[config.mk]
export PLATFORM = sky130hd
export DESIGN_NAME = alu_arbiter
export DESIGN_NICKNAME = d
export VERILOG_FILES = /design/src/rtl/alu_pkg.sv /design/src/rtl/alu_core.sv /design/src/rtl/alu_arbiter.sv
export SDC_FILE = /design/constraint.sdc
export NUM_CORES = 1
export LEC_CHECK = 0
export CORE_UTILIZATION = 40
export DETAILED_ROUTE_END_ITERATION = 10
export GPL_TIMING_DRIVEN = 0
export PLACE_DENSITY = 0.69
export SLEW_MARGIN = 20
export SYNTH_ARGS = -nofsm -noshare
export SYNTH_HDL_FRONTEND = slang
export SYNTH_SLANG_ARGS = --single-unit
[constraint.sdc]
create_clock -name clk -period 3.9 [get_ports clk]
set_input_delay 0.78 -clock clk [delete_from_list [all_inputs] [get_ports clk]]
set_output_delay 0.78 -clock clk [all_outputs]
set_load 0.01 [all_outputs]
[src/rtl/alu_pkg.sv]
// Shared opcodes and FSM state encoding for the arbitrated ALU.
// Imported by alu_core and alu_arbiter.
package alu_pkg;

    localparam logic [1:0] OP_AND = 2'b00;
    localparam logic [1:0] OP_OR  = 2'b01;
    localparam logic [1:0] OP_XOR = 2'b10;
    localparam logic [1:0] OP_ADD = 2'b11;

    typedef enum logic [1:0] {
        IDLE = 2'd0,
        EXEC = 2'd1,
        RESP = 2'd2
    } state_t;

endpackage

[src/rtl/alu_core.sv]
// Combinational logic/arithmetic unit shared between requesters.
// Carry is only meaningful for ADD and is forced low otherwise.
module alu_core
    import alu_pkg::*;
#(
    parameter int WIDTH = 4
) (
    input  logic [1:0]       op,
    input  logic [WIDTH-1:0] a,
    input  logic [WIDTH-1:0] b,
    output logic [WIDTH-1:0] y,
    output logic             cout
);

    logic [WIDTH:0] w_sum;

    assign w_sum = {1'b0, a} + {1'b0, b};

    always_comb begin
        y    = '0;
        cout = 1'b0;
        case (op)
            OP_AND: y = a & b;
            OP_OR:  y = a | b;
            OP_XOR: y = a ^ b;
            OP_ADD: {cout, y} = w_sum;
            default: begin
                y    = '0;
                cout = 1'b0;
            end
        endcase
    end

endmodule

[src/rtl/alu_arbiter.sv]
// Round-robin arbiter sequencing two requesters through one alu_core.
// One operation in flight: IDLE grants, EXEC computes, RESP holds result.
module alu_arbiter
    import alu_pkg::*;
#(
    parameter int WIDTH = 4
) (
    input  logic             clk,
    input  logic             rst,
    input  logic             req0_valid,
    output logic             req0_ready,
    input  logic [1:0]       req0_op,
    input  logic [WIDTH-1:0] req0_a,
    input  logic [WIDTH-1:0] req0_b,
    input  logic             req1_valid,
    output logic             req1_ready,
    input  logic [1:0]       req1_op,
    input  logic [WIDTH-1:0] req1_a,
    input  logic [WIDTH-1:0] req1_b,
    output logic             rsp_valid,
    input  logic             rsp_ready,
    output logic             rsp_id,
    output logic [WIDTH-1:0] rsp_y,
    output logic             rsp_cout
);

    state_t           r_state;
    logic             r_last_grant;
    logic             r_id;
    logic [1:0]       r_op;
    logic [WIDTH-1:0] r_a;
    logic [WIDTH-1:0] r_b;

    logic             w_grant0;
    logic             w_grant1;
    logic             w_idle;
    logic [WIDTH-1:0] w_y;
    logic             w_cout;

    // On a tie the requester that did not win last time goes next.
    assign w_grant0 = req0_valid & (~req1_valid | r_last_grant);
    assign w_grant1 = req1_valid & (~req0_valid | ~r_last_grant);
    assign w_idle   = (r_state == IDLE) & ~rst;

    assign req0_ready = w_idle & w_grant0;
    assign req1_ready = w_idle & w_grant1;

    alu_core #(
        .WIDTH (WIDTH)
    ) u_core (
        .op   (r_op),
        .a    (r_a),
        .b    (r_b),
        .y    (w_y),
        .cout (w_cout)
    );

    always_ff @(posedge clk) begin
        if (rst) begin
            r_state      <= IDLE;
            r_last_grant <= 1'b1;
            r_id         <= 1'b0;
            r_op         <= '0;
            r_a          <= '0;
            r_b          <= '0;
            rsp_valid    <= 1'b0;
            rsp_id       <= 1'b0;
            rsp_y        <= '0;
            rsp_cout     <= 1'b0;
        end else begin
            case (r_state)
                IDLE: begin
                    if (w_grant0 | w_grant1) begin
                        r_id         <= w_grant1;
                        r_op         <= w_grant1 ? req1_op : req0_op;
                        r_a          <= w_grant1 ? req1_a : req0_a;
                        r_b          <= w_grant1 ? req1_b : req0_b;
                        r_last_grant <= w_grant1;
                        r_state      <= EXEC;
                    end
                end
                EXEC: begin
                    rsp_y     <= w_y;
                    rsp_cout  <= w_cout;
                    rsp_id    <= r_id;
                    rsp_valid <= 1'b1;
                    r_state   <= RESP;
                end
                RESP: begin
                    if (rsp_ready) begin
                        rsp_valid <= 1'b0;
                        r_state   <= IDLE;
                    end
                end
                default: r_state <= IDLE;
            endcase
        end
    end

endmodule

Word level (Yosys, flattened, before mapping)
Cells that the tools add are included.
W data, S select, Z words.
- multiplexer cells: 10
- reduce and logical (&&, ||, !) cells: 6
- add/subtract/negate cells: 1
- eq/ne operators: 7
- bitwise operators: 15
- operator list (operator ; count):
    $pmux W4 S4 ; 1
    $mux W4 ; 2
    $eq A2 B2 Y1 const B ; 3
    $mux W2 ; 3
    $pmux W2 S3 ; 1
    $reduce_and A2 Y1 ; 3
    $add A4 B4 Y5 ; 1
    $and A1 B1 Y1 ; 5
    $and A4 B4 Y4 ; 1
    $eq A2 B1 Y1 const B ; 2
    $logic_not A2 Y1 ; 2
    $not A1 Y1 ; 4
    $or A4 B4 Y4 ; 1
    $xor A4 B4 Y4 ; 1
    $or A1 B1 Y1 ; 3
    $mux W1 ; 2
    $ne A2 B1 Y1 const B ; 1
    $ne A2 B2 Y1 const B ; 1
    $pmux W1 S2 ; 1
    $reduce_bool A2 Y1 ; 1
- word-level logic and storage cells: 49
- flip-flop bits (word level): 21

Longest topological paths before layout
Gate-level depths: netlist of the first run.
- depth in word-level cells: 6
- mapped depth: 7
- depth with buffers taken out: 7

Hierarchy
A second synthesis of the first run with hierarchy kept.
- cells, all modules: 154
- area total of the unflattened synthesis: 1258.7 um2
- modules (own cells, without submodules) (module ; cells an instance ; seq. area each (um2) ; instances ; area each (um2)):
    alu_arbiter ; 106 ; 420.4 ; 1 ; 922.1
    alu_core ; 48 ; 0.0 ; 1 ; 336.6

Least setup slack after synthesis of the first run
OpenSTA, ideal clock, no wires.
- kind: input-to-output
- start: input rst
- end: output req0_ready
- buffers on the path: 0
- data arrival time: 1.116 ns
- stages: 2
- path slack: 2.004 ns
- path through: nor3_2 -> and3_1
- longest elaborated chain between the ends: 3
- ends and longest elaborated chain (item ; line ; RTL):
    from (decl) ; alu_arbiter.sv:9 ; input logic rst,
    $not A1 Y1 ; alu_arbiter.sv:43 ; assign w_idle = (r_state == IDLE) & ~rst;
    $and A1 B1 Y1 ; alu_arbiter.sv:43 ;
    $and A1 B1 Y1 ; alu_arbiter.sv:45 ; assign req0_ready = w_idle & w_grant0;
    to (decl) ; alu_arbiter.sv:11 ; output logic req0_ready,
Every way passes these cells.

Worst setup path after layout of the first run
- start: input rst
- end: output req1_ready
- longest elaborated chain between the ends: 3
- ends and longest elaborated chain (item ; line ; RTL):
    $not A1 Y1 ; alu_arbiter.sv:43 ;
    $and A1 B1 Y1 ; alu_arbiter.sv:43 ;
    $and A1 B1 Y1 ; alu_arbiter.sv:46 ; assign req1_ready = w_idle & w_grant1;
    to (decl) ; alu_arbiter.sv:16 ; output logic req1_ready,
Every way passes these cells.

==> flow_summary_export.csv, run 1 <==
group,metric,value,unit
run_status,status,"finished with violations",
run_status,violations,"design-rule violations",
clock_network,post_cts_resized,0,
final_layout,area_growth,32.11,%
power_and_ir_drop,power.density,344.2,mW/mm^2
global_route,grt-ovfl-total,0,
power_and_ir_drop,p_sw_share,32.16,%
sta,fmax,347.1,MHz
route,avgViaCountPerCell,5.254,
floorplanning,die_height,57.48,um
clock_network,cts.sinks,21,
setup_path,cp-end-kind,"output port",
clock_network,clkTransAtPathRegs,0.12,ns
clock_network,clock_latency,0.31,ns
sta,rsz0062_at_grt,"no",
route,ant_nets,0,
sta,post-route-period-util,73.86,%
final_layout,drive_above_1_share,9.551,%
route,wl_per_cell,12.35,um
sta,setup_viol,0,
placed_design,place_area,0.001600,sq mm
final_layout,design_area,0.001627,sq mm
placed_design,gp_congestion,0.8059,
floorplanning,fp.dieW,57.48,um
power_and_ir_drop,seqPwrFrac,46.2,%
global_route,antenna_found_initial,0,
run,cap_violations,0,
global_route,grt_pass1_wl,4.498,mm
setup_path,crit_type,"primary input to output port",
route,wl,2.582,mm
synthesis,synth_cell_types,35,
global_route,grt_max_degree,12,
sta,relSlewSlack,60.97,%
synthesis,ys_warn_count,0,
synthesis,syn_area,0.001231,sq mm
synthesis,netlist_instances,141,
synthesis,avgSynthCellArea,8.732,sq um
sta,layout_min_cycle_time,2.881,ns
sta,fin_skew,0.008274,ns
power_and_ir_drop,ir_drop,0.0002173,V
hold_path,hold_path_class,"flop to flop",
synthesis,synth_area_leaders,"dfxtp_1 (34%), ha_1 (8.1%), mux2i_1 (8.1%)",
clock_network,clockRootBuffer,"clkbuf_4",
synthesis,ys_ff_latch,21,
route,drc,2,
route,drtIter0Drc,23,
floorplanning,rows,19,
power_and_ir_drop,intPower,0.0003798,W
final_layout,num_antenna_cells,0,
sta,fin_setup_tns,0,ns
clock_network,tritoncts,"yes",
global_route,grt_pass1_vias,1052,
clock_network,htreeDepth,1,
global_route,grt_use_total,17.49,%
floorplanning,start_util,43.52,%
power_and_ir_drop,total_leakage_power,0.6784,nW
synthesis,yosysTopAreaCellShare,34.15,%
final_layout,utilization,57.50,%
clock_network,clock_path_buffers,2,
route,via_count,1098,
placed_design,dp_hpwl,2.058,mm
floorplanning,io_pins,34,
final_layout,fin_cells,209,
sta,slew_violations,0,
synthesis,ys_seq_area_share,34.15,%
setup_path,crit_arrival,2.10,ns
setup_path,path_max_fanout,3,
clock_network,cts_made_buffers,3,
floorplanning,dieArea,0.003304,sq mm
setup_path,cp-start-kind,"primary input",
power_and_ir_drop,p_switching,0.0001800,W
final_layout,layout_common_cells,"clkdlybuf4s50_1 (33), dfxtp_1 (21), nor2_1 (14)",
final_layout,nets,213,
clock_network,cts_hold_buffers,0,
power_and_ir_drop,power_frac_clock,19.1,%
power_and_ir_drop,pwr-share-comb,34.7,%
synthesis,yosys.area.top_type,"dfxtp_1",
route,drt_pass1_iterations,9,
synthesis,synth_nets,175,
floorplanning,core,0.002829,sq mm
sta,hold_viol,0,
setup_path,critPathRequiredTime,3.12,ns
sta,tightest_slew,0.5816,ns
clock_network,post_cts_buffers,0,
placed_design,io_buffers,33,
final_layout,layout_commonest_cell,"clkdlybuf4s50_1",
placed_design,dpl.cell_count,205,
[power groups by stage]
stage	Combinational, W	Sequential, W	Clock [W]
3_3_place_gp	0.000191	0.000263	0
4_1_cts	0.000196	0.000259	0.000111
3_5_place_dp	0.000195	0.000264	0
2_1_floorplan	0.000126	0.000263	0
6_report	0.000194	0.000258	0.000107
5_1_grt	0.000219	0.000262	0.000118
[state kept, by name, indices dropped and copies added (netlist names)]
signal / cells
r_a: 4
r_b: 4
r_id: 1
r_last_grant: 1
r_op: 2
r_state: 2
rsp_cout: 1
rsp_id: 1
rsp_valid: 1
rsp_y: 4
[Yosys cell counts]
master / number
a21oi_1: 7
fa_1: 1
o21ai_0: 8
a31oi_1: 1
nor2_2: 1
buf_2: 3
dfxtp_1: 21
mux2i_1: 10
a311oi_1: 2
o221ai_1: 1
xnor2_1: 1
nand2_1: 12
a32oi_1: 2
and3_1: 2
a311oi_2: 1
and2_1: 1
o21ai_1: 1
clkbuf_1: 1
nand2_2: 1
nor3_2: 1
a211oi_1: 3
a21o_1: 1
a21boi_1: 6
a211oi_2: 3
nor3_4: 1
clkbuf_2: 1
a21boi_0: 1
ha_1: 8
nand2b_1: 7
or3_1: 1
nor2_1: 14
o2111ai_1: 1
and2b_1: 1
buf_6: 2
inv_1: 13
[layout make-up]
cell class | instances | area [sq um]
Buffer | 7 | 46.29
Clock buffer | 4 | 26.28
Fill cell | 263 | 1202
Inverter | 13 | 48.80
Multi-Input combinational cell | 100 | 715.7
Sequential cell | 21 | 420.4
Tap cell | 31 | 38.79
Timing Repair Buffer | 33 | 330.3
[per-stage QoR]
stage	hold WS (ns)	total power [W]	setup slack, ns
2_1_floorplan	0.4601	0.0003888	2.004
3_3_place_gp	0.4624	0.0004535	1.009
3_5_place_dp	0.4760	0.0004585	1.035
4_1_cts	0.4936	0.0005662	1.021
5_1_grt	0.5200	0.0005989	0.9594
6_report	0.4908	0.0005598	1.019
[path summary, 6_finish.rpt]
check,start,end,slack [ns],depth (start not counted)
setup / recovery,rst,req1_ready,1.02,4
hold / removal,rsp_cout,rsp_cout,0.49,2
setup reg to reg,r_b[0],rsp_y[2],2.15,7
hold reg to reg,rsp_cout,rsp_cout,0.49,2
[logic make-up after synthesis]
family / synth area share [%]
AO/OA/AOI/OAI: 22.26
AND/OR/NAND/NOR: 17.28
multiplexers: 8.130
XOR/XNOR: 0.7115
buffers and inverters: 7.723
flip-flops: 34.15
adder cells (fa/ha/maj): 9.756
[critical path, stage by stage]
cell	delay [ns]
clkdlybuf4s50_1	0.44
nor3_2	0.16
and3_1	0.19
clkdlybuf4s50_1	0.53
[per-layer routing]
metal / GRT usage [%] / routed length [um] / up-vias
met2: 30.73 / 1292 / 26
met3: 5.215 / 143 / 2
li1: - / - / 558
met1: 21.66 / 1134 / 512
met4: 2.091 / 11 / 0
met5: 0 / 0 / -
Power figures use the tool's default switching activity.
==> run 2: changes to the inputs <==
--- a/config.mk
+++ b/config.mk
@@ -8,7 +8,7 @@
 export CORE_UTILIZATION = 40
 export DETAILED_ROUTE_END_ITERATION = 10
 export GPL_TIMING_DRIVEN = 0
-export PLACE_DENSITY = 0.69
+export PLACE_DENSITY = 0.72
 export SLEW_MARGIN = 20
 export SYNTH_ARGS = -nofsm -noshare
 export SYNTH_HDL_FRONTEND = slang
==> constraint.sdc (replaced) <==
create_clock -name clk -period 2.6 [get_ports clk]
set_input_delay 0.52 -clock clk [delete_from_list [all_inputs] [get_ports clk]]
set_output_delay 0.52 -clock clk [all_outputs]
set_load 0.01 [all_outputs]
==> flow_summary_export.csv, run 2 (synthesized netlist as in run 1, its figures left out) <==
group,metric,value,unit
placed_design,io_buffers,33,
route,drtIter0Drc,13,
route,avgViaCountPerCell,5.167,
clock_network,tritoncts,"yes",
clock_network,clockRootBuffer,"clkbuf_4",
setup_path,crit_type,"primary input to output port",
clock_network,cts_made_buffers,3,
route,wl_per_cell,12.94,um
power_and_ir_drop,ir_drop,0.0002431,V
sta,relSlewSlack,65.80,%
power_and_ir_drop,p_switching,0.0002679,W
floorplanning,dieArea,0.003304,sq mm
route,drc,1,
hold_path,hold_path_class,"flop to flop",
floorplanning,io_pins,34,
placed_design,gp_congestion,0.8245,
final_layout,fin_cells,209,
placed_design,dp_hpwl,2.154,mm
clock_network,clkTransAtPathRegs,0.11,ns
final_layout,fillers,270,
sta,rsz0062_at_grt,"no",
route,wl,2.705,mm
power_and_ir_drop,power_frac_clock,18.6,%
sta,fin_setup_tns,0,ns
route,drt_pass1_iterations,7,
sta,holdWs,0.4783,ns
global_route,grt_max_degree,12,
sta,hold_viol,0,
global_route,grt_pass1_vias,1081,
sta,tightest_slew,0.5097,ns
route,via_count,1080,
floorplanning,die_height,57.48,um
clock_network,clock_path_buffers,2,
floorplanning,start_util,43.52,%
clock_network,post_cts_resized,0,
clock_network,post_cts_buffers,0,
sta,slew_violations,0,
route,ant_nets,0,
clock_network,clock_latency,0.30,ns
final_layout,nets,213,
run_status,status,"finished with violations",
sta,post-route-period-util,92.92,%
global_route,grt_use_total,18.24,%
clock_network,htreeDepth,1,
power_and_ir_drop,pwr-share-comb,34.9,%
floorplanning,fp.dieW,57.48,um
clock_network,cts.sinks,21,
global_route,grt-ovfl-total,0,
sta,setup_slack,0.1841,ns
global_route,grt_pass1_wl,4.657,mm
final_layout,layout_commonest_cell,"clkdlybuf4s50_1",
clock_network,cts_hold_buffers,0,
run,cap_violations,0,
placed_design,dpl.cell_count,205,
final_layout,num_antenna_cells,0,
power_and_ir_drop,total_leakage_power,0.6784,nW
power_and_ir_drop,power.density,514.7,mW/mm^2
global_route,antenna_found_initial,0,
sta,layout_min_cycle_time,2.416,ns
power_and_ir_drop,p_sw_share,32.00,%
floorplanning,rows,19,
final_layout,area_growth,32.11,%
setup_path,cp-start-kind,"primary input",
sta,fmax,413.9,MHz
sta,fin_skew,0.004735,ns
run_status,violations,"design-rule violations",
setup_path,critPathRequiredTime,2.08,ns
setup_path,path_max_fanout,3,
final_layout,drive_above_1_share,9.551,%
placed_design,pre_cts_ws,0.1830,ns
power_and_ir_drop,p_total,0.0008371,W
setup_path,cp-end-kind,"output port",
setup_path,crit_arrival,1.90,ns
power_and_ir_drop,seqPwrFrac,46.5,%
floorplanning,core,0.002829,sq mm
final_layout,top_regs,"r_a x4, r_b x4, rsp_y x4",
power_and_ir_drop,intPower,0.0005693,W
sta,setup_viol,0,
final_layout,layout_common_cells,"clkdlybuf4s50_1 (33), dfxtp_1 (21), nor2_1 (14)",
run 2: cell counts in the layout (fill, tap and decap cells not counted):
Identical to the previous run, type by type.
run 2: power by group through the flow:
stage          registers [W]  logic (W)  clock network (W)
2_1_floorplan       0.000394   0.000189                  0
3_3_place_gp        0.000394   0.000285                  0
3_5_place_dp        0.000397   0.000293                  0
4_1_cts             0.000389   0.000296           0.000161
5_1_grt             0.000395   0.000323           0.000173
6_report            0.000389   0.000292           0.000156
run 2: layout make-up:
| cell class | count | area, sq um | share of cell area, % |
|---|---|---|---|
| Buffer | 7 | 46.29 | 2.846 |
| Multi-Input combinational cell | 100 | 715.7 | 44.00 |
| Tap cell | 31 | 38.79 | 2.385 |
| Sequential cell | 21 | 420.4 | 25.85 |
| Inverter | 13 | 48.80 | 3.000 |
| Clock buffer | 4 | 26.28 | 1.615 |
| Timing Repair Buffer | 33 | 330.3 | 20.31 |
run 2: final timing paths:
path | startpoint | depth (start not counted) | slack (ns) | end
worst max register to register | r_b[0] | 7 | 0.88 | rsp_y[2]
worst max-delay path | rst | 4 | 0.18 | req1_ready
worst min register to register | rsp_cout | 2 | 0.48 | rsp_cout
worst min-delay path | rsp_cout | 2 | 0.48 | rsp_cout
run 2: critical path, stage by stage:
cell and delay [ns]:
clkdlybuf4s50_1 0.45, nor3_2 0.20, and3_1 0.20, clkdlybuf4s50_1 0.53
run 2: per-layer routing:
metal  wire length [um]  track usage, %
met1               1168           21.21
met2               1427           33.22
met3                 82           2.721
met4                 26           7.317
met5                  0               0
run 2: per-stage QoR:
| step | instance area (sq um) | utilization, % |
|---|---|---|
| floorplan | 1231 | - |
| global placement | 1600 | 56.57 |
| detailed placement | 1600 | 56.57 |
| CTS | 1627 | 57.50 |
| global route | 1627 | 57.50 |
| finish | 1627 | 57.50 |
==> run 3: changes to the inputs <==
--- a/config.mk
+++ b/config.mk
@@ -9,6 +9,7 @@
 export DETAILED_ROUTE_END_ITERATION = 10
 export GPL_TIMING_DRIVEN = 0
 export PLACE_DENSITY = 0.72
+export SETUP_SLACK_MARGIN = 0.02
 export SLEW_MARGIN = 20
 export SYNTH_ARGS = -nofsm -noshare
 export SYNTH_HDL_FRONTEND = slang
==> results of run 3 <==
The final DEF is identical to that of run 2; final timing and power are the same.
==> patch 1, RTL diff (flow settings as in run 2) <==
`WIDTH` is set to 4 in 2 places; all go to 3.
--- a/src/rtl/alu_core.sv
+++ b/src/rtl/alu_core.sv
@@ -3,7 +3,7 @@
 module alu_core
     import alu_pkg::*;
 #(
-    parameter int WIDTH = 4
+    parameter int WIDTH = 3
 ) (
     input  logic [1:0]       op,
     input  logic [WIDTH-1:0] a,
--- a/src/rtl/alu_arbiter.sv
+++ b/src/rtl/alu_arbiter.sv
@@ -3,7 +3,7 @@
 module alu_arbiter
     import alu_pkg::*;
 #(
-    parameter int WIDTH = 4
+    parameter int WIDTH = 3
 ) (
     input  logic             clk,
     input  logic             rst,
Ports: changed (5 resized); port bits go from 34 to 29. The function was not compared with the original's and may differ.
==> patch 1 against run 2 <==
  * Clock power rose by 16%
  * Area after synthesis fell by 14%
  * Core utilization about the same
  * Setup slack worse by 110 ps
  * Critical endpoint unchanged
  * Design area decreased by 12%
  * Critical path type unchanged
  * Hold slack better by 7.2 ps
  * Wire length down 18%
  * Largest cell class unchanged
  * First-iteration DRC count is 77% lower
  * Final cell count fell by 18%
  * Sequential cell count is 3 lower
  * Total power is 13% lower
==> patch 1: results (changes against run 2) <==
| Metric | Value |
|---|---|
| CP max FO | `10 (+7)` |
| Pre-CTS setup slack | `-146 ps (-329 ps)` |
| Worst Reg2Reg Path Length in Cells | `4 (-3)` |
| 1st-pass router iterations | `4 (-3)` |
| Slowest CP cell | `clkdlybuf4s50_1` |
| Layout cells sized above 1 | `0.169 (+0.0735)` |
| # nets final | `171 (-20%)` |
| Final hold viol count | `0 (unchanged)` |
| Starting DRT DRC Count | `3 (-10)` |
| Pin count of the biggest net entering global routing | `11 (-1)` |
| Final WL | `2230 um (-18%)` |
| Leakage power | `0.565 nW (-17%)` |
| Syn Nets | `137 (-22%)` |
| Peak supply drop | `0.337 mV (+38%)` |
| Switch share | `0.303 (-0.0169)` |
| Synth area leaders | `dfxtp_1, a211oi_2, mux2i_1` |
| Vias in the first global route | `859 (-21%)` |
| Largest regs | `r_a x3, r_b x3, rsp_y x3` |
| Via Count | `901 (-17%)` |
| Placed Area | `1380 um^2 (-14%)` |
| Post-synth top cells | `dfxtp_1, a21oi_1, inv_1, mux2i_1, a211oi_2` |
| Hold WS | `485 ps (+7.20 ps)` |
| Register-to-register setup slack | `770 ps (-110 ps)` |
| Sequential cell area fraction in the yosys report | `0.341 (-0.000635)` |
| Gr usage total | `0.193 (+0.0102)` |
| Detailed-placement wirelength estimate | `1670 um (-22%)` |
| Port Buffers | `28 (-15%)` |
| Reg-to-Reg End | `rsp_y[1]` |
| Crit path arrival time | `2010 ps (+110 ps)` |
| First-pass GRT wire length | `3830 um (-18%)` |
| Rel. slew slack | `0.595 (-0.0626)` |
| Final Skew | `6.81 ps (+2.08 ps)` |
| Setup slack after layout | `70.9 ps (-113 ps)` |
| Status | `finished, final reports clean` |
| Routability cong. | `0.781 (-5.3%)` |
| Synth unique cells | `31 (-11%)` |
patch 1: worst min-delay path by stage:
| stage | startpoint | end | depth (start not counted) |
|---|---|---|---|
| 6_report | rsp_y[0] | rsp_y[0] | 2 |
| 5_1_grt | rsp_cout | rsp_cout | 2 |
| 4_1_cts | rsp_y[0] | rsp_y[0] | 2 |
| 3_5_place_dp | rsp_y[0] | rsp_y[0] | 2 |
| 3_3_place_gp | rsp_y[0] | rsp_y[0] | 2 |
| 2_1_floorplan | r_state[1] | rsp_valid | 1 |
patch 1: routing by layer:
metal | share of wire | GRT usage | vias to the layer above
li1 | - | - | 455
met1 | 0.47 | 0.251 | 419
met2 | 0.47 | 0.302 | 22
met3 | 0.039 | 0.0345 | 5
met4 | 0.020 | 0.0921 | 0
met5 | 0 | 0 | -
patch 1: repair_timing:
item	CTS	global route
pin swaps	0	0
resized for setup	2	2
setup endpoints to repair	1	2
buffers inserted	1	0
patch 1: power by group through the flow:
stage	combinational (mW)	clock, mW	sequential [mW]
after global routing	0.240	0.200	0.335
after CTS	0.217	0.185	0.329
after detailed placement	0.213	0	0.336
final	0.215	0.181	0.330
after global placement	0.206	0	0.334
after floorplan	0.138	0	0.332
patch 1: worst min-delay path: cells and delay by family, from the launching register on:
family / cells / cell delay, ps
AOI/OAI and AO/OA: 1 / 50
and+or+nand+nor: 1 / 60
DFF: 1 / 340
patch 1: final cells by class:
class	instances	area (um^2)
fill	233	1050
multi-input combinational	75	621
sequential	18	360
timing repair buffer	29	288
buffer	7	48.8
tap	30	37.5
clock buffer	4	36.3
inverter	9	33.8
patch 1: logic make-up after synthesis:
family          after synthesis  synth area share
compound gates               32             0.244
fa+ha+maj                     7            0.0899
buf+inv                      16            0.0746
flops                        18             0.341
mux                          11             0.117
simple gates                 25             0.134
patch 1: per-stage QoR:
stage | cells | TNS [ps]
global route | 172 | 0
CTS | 172 | 0
floorplan | 109 | 0
global placement | 167 | -116
detailed placement | 167 | -146
finish | 172 | 0
==> patch 2, RTL diff (flow settings as in run 2) <==
Without the edit above. Encoding of `state_t`: now one-hot (3 bits for 3 states).
--- a/src/rtl/alu_pkg.sv
+++ b/src/rtl/alu_pkg.sv
@@ -7,10 +7,10 @@
     localparam logic [1:0] OP_XOR = 2'b10;
     localparam logic [1:0] OP_ADD = 2'b11;
 
-    typedef enum logic [1:0] {
-        IDLE = 2'd0,
-        EXEC = 2'd1,
-        RESP = 2'd2
+    typedef enum logic [2:0] {
+        IDLE = 3'b001,
+        EXEC = 3'b010,
+        RESP = 3'b100
     } state_t;
 
 endpackage
Formal check against the unedited RTL: same outputs for any inputs over 10 cycles, from zero or initial values and one cycle with rst high; not proved beyond that.
==> patch 2 against run 2 <==
  * Setup slack worse by 65 ps
  * Total power up 8.7%
  * Hold slack gained 8.2 ps
  * Core utilization fell by 0.84 points
  * Via count is 5.6% higher
  * Die area up 7.1%
  * Final cell count up 8.6%
  * Sequential power grew 4%
  * Design area increased by 8.1%
  * Global-route usage shrank 1.1 points
  * Sequential cell count is 1 higher
  * Wire length is 1.7% higher
  * Area after synthesis up 7.3%
  * Fmax decreased by 2.6%
  * Largest cell class unchanged
==> patch 2: results (changes against run 2) <==
| Metric | Value |
|---|---|
| Status | `finished, final reports clean` |
| Syn Nets | `180 (+2.9%)` |
| Crit path arrival time | `1960 ps (+60 ps)` |
| Synth unique cells | `36 (+2.9%)` |
| Synth Area in XOR/XNOR | `0.00663 (-0.000485)` |
| Internal power | `0.615 mW (+8.0%)` |
| Routability cong. | `0.779 (-5.5%)` |
| Synth area leader | `dfxtp_1` |
| Final Skew | `4.82 ps (+0.0855 ps)` |
| Clock Path Buffers | `2 (unchanged)` |
| Sequential cell area fraction in the yosys report | `0.333 (-0.00813)` |
| Delay-heaviest family, CP | `buffers and inverters` |
| RR Startpoint | `r_b[0]` |
| Leakage power | `0.661 nW (-2.6%)` |
| Multiplexer area fraction after synthesis | `0.0985 (+0.0172)` |
| Worst Reg2Reg Path Length in Cells | `7 (unchanged)` |
| Peak supply drop | `0.251 mV (+3.1%)` |
| Synth area leaders | `dfxtp_1, mux2i_1, a211oi_2` |
| Register-to-register setup slack | `890 ps` |
| CP max FO | `10 (+7)` |
| Starting DRT DRC Count | `30 (+17)` |
| Layout cells sized above 1 | `0.148 (+0.0520)` |
| Final hold viol count | `0 (unchanged)` |
| Hold Crit Class | `reg -> reg` |
| Post-synthesis compound-gate area fraction | `0.230 (+0.00755)` |
| Register bit count reported by yosys | `22 (+4.8%)` |
| Placed Area | `1710 um^2 (+6.6%)` |
| Clock transition at path regs | `120 ps` |
| Synth Flop Type | `dfxtp_1` |
| Reg-to-Reg End | `rsp_y[2]` |
| First-pass GRT wire length | `4640 um (-0.30%)` |
| Largest regs | `r_a x4, r_b x4, rsp_y x4` |
| Syn_area_per_cell | `9.05 um^2 (+3.6%)` |
| Crit path from | `req1_valid` |
| Post-synth ARST share | `0 (unchanged)` |
| Gr usage total | `0.172 (-0.0109)` |
| # resized after CTS | `5 (+5)` |
| Worst Hold Depth | `2 (unchanged)` |
| Rel. slew slack | `0.561 (-0.0967)` |
| Post-synth top cells | `dfxtp_1, nor2_1, mux2i_1, inv_1, a211oi_2` |
| 1st-pass router iterations | `4 (-3)` |
| Number of diodes | `0 (unchanged)` |
| Worst path max stage delay | `510 ps (-20 ps)` |
| H-tree depth | `1 (unchanged)` |
| Detailed-placement wirelength estimate | `2140 um (-0.77%)` |
| Port Buffers | `33 (unchanged)` |
| Clk Latency, worst-skew pair | `320 ps (+20 ps)` |
| Inst Count DP | `223 (+8.8%)` |
| Via/cell ratio | `5.02 (-2.8%)` |
| Final-layout fill cell count | `287 (+6.3%)` |
| Vias in the first global route | `1045 (-3.3%)` |
| Post-Synth Adder-Cell Area | `0.0909 (-0.00665)` |
| CP endpoint | `req1_ready` |
| Final WL | `2750 um (+1.7%)` |
| Drt wl/cell | `12.1 um (-6.4%)` |
| CTS buffer count | `3 (unchanged)` |
| Hold Path End | `rsp_cout` |
| Pin count of the biggest net entering global routing | `13 (+1)` |
| CTS root buf | `clkbuf_4` |
[patch 2: cell types whose count changed in the layout (fill, tap and decap cells not counted), sizes merged, moves of 3 or more]
cell and change:
a211oi +12, o21ai -7, nand2 -7, a21boi -6
nor2 +8, mux2i +3
[patch 2: final cells by class]
cell class                      count  area (um^2)  area share
Buffer                              8         53.8      0.0306
Clock buffer                        4         36.3      0.0206
Inverter                           12         45.0      0.0256
Multi-Input combinational cell    104          798       0.454
Sequential cell                    22          440       0.251
Tap cell                           44         55.1      0.0313
Timing Repair Buffer               33          329       0.187
[patch 2: per-layer routing]
layer  global-route usage  routed length [um]  up-vias
met4               0.0714                  48        0
met1                0.226                1300      523
met5                    0                   0        -
met2                0.286                1320       28
met3               0.0153                  82        5
li1                     -                   -      584
[patch 2: through the flow]
| stage | hold slack (ps) | setup TNS, ps | power, mW | setup slack (ps) | utilization |
|---|---|---|---|---|---|
| after floorplan | 453 | 0 | 0.621 | 710 | - |
| after global placement | 465 | -308 | 0.708 | -308 | 0.550 |
| after detailed placement | 471 | -346 | 0.719 | -346 | 0.550 |
| after CTS | 491 | 0 | 0.916 | 125 | 0.567 |
| after global routing | 513 | 0 | 0.968 | 2.93 | 0.567 |
| final | 487 | 0 | 0.910 | 119 | 0.567 |
[patch 2: power by group through the flow]
stage	Clock (mW)	Sequential (mW)	Combinational [mW]
6_report	0.195	0.404	0.312
5_1_grt	0.210	0.410	0.347
4_1_cts	0.199	0.403	0.314
3_5_place_dp	0	0.411	0.309
3_3_place_gp	0	0.407	0.300
2_1_floorplan	0	0.404	0.217
[patch 2: worst register-to-register path: cells and delay by family (launching register included)]
family	cells	cell delay [ps]
xor gates and xnor gates	1	130
buffers and inverters	1	60
and+or+nand+nor	2	240
DFF	1	380
adders and majority gates	2	580
AOI/OAI and AO/OA	1	230
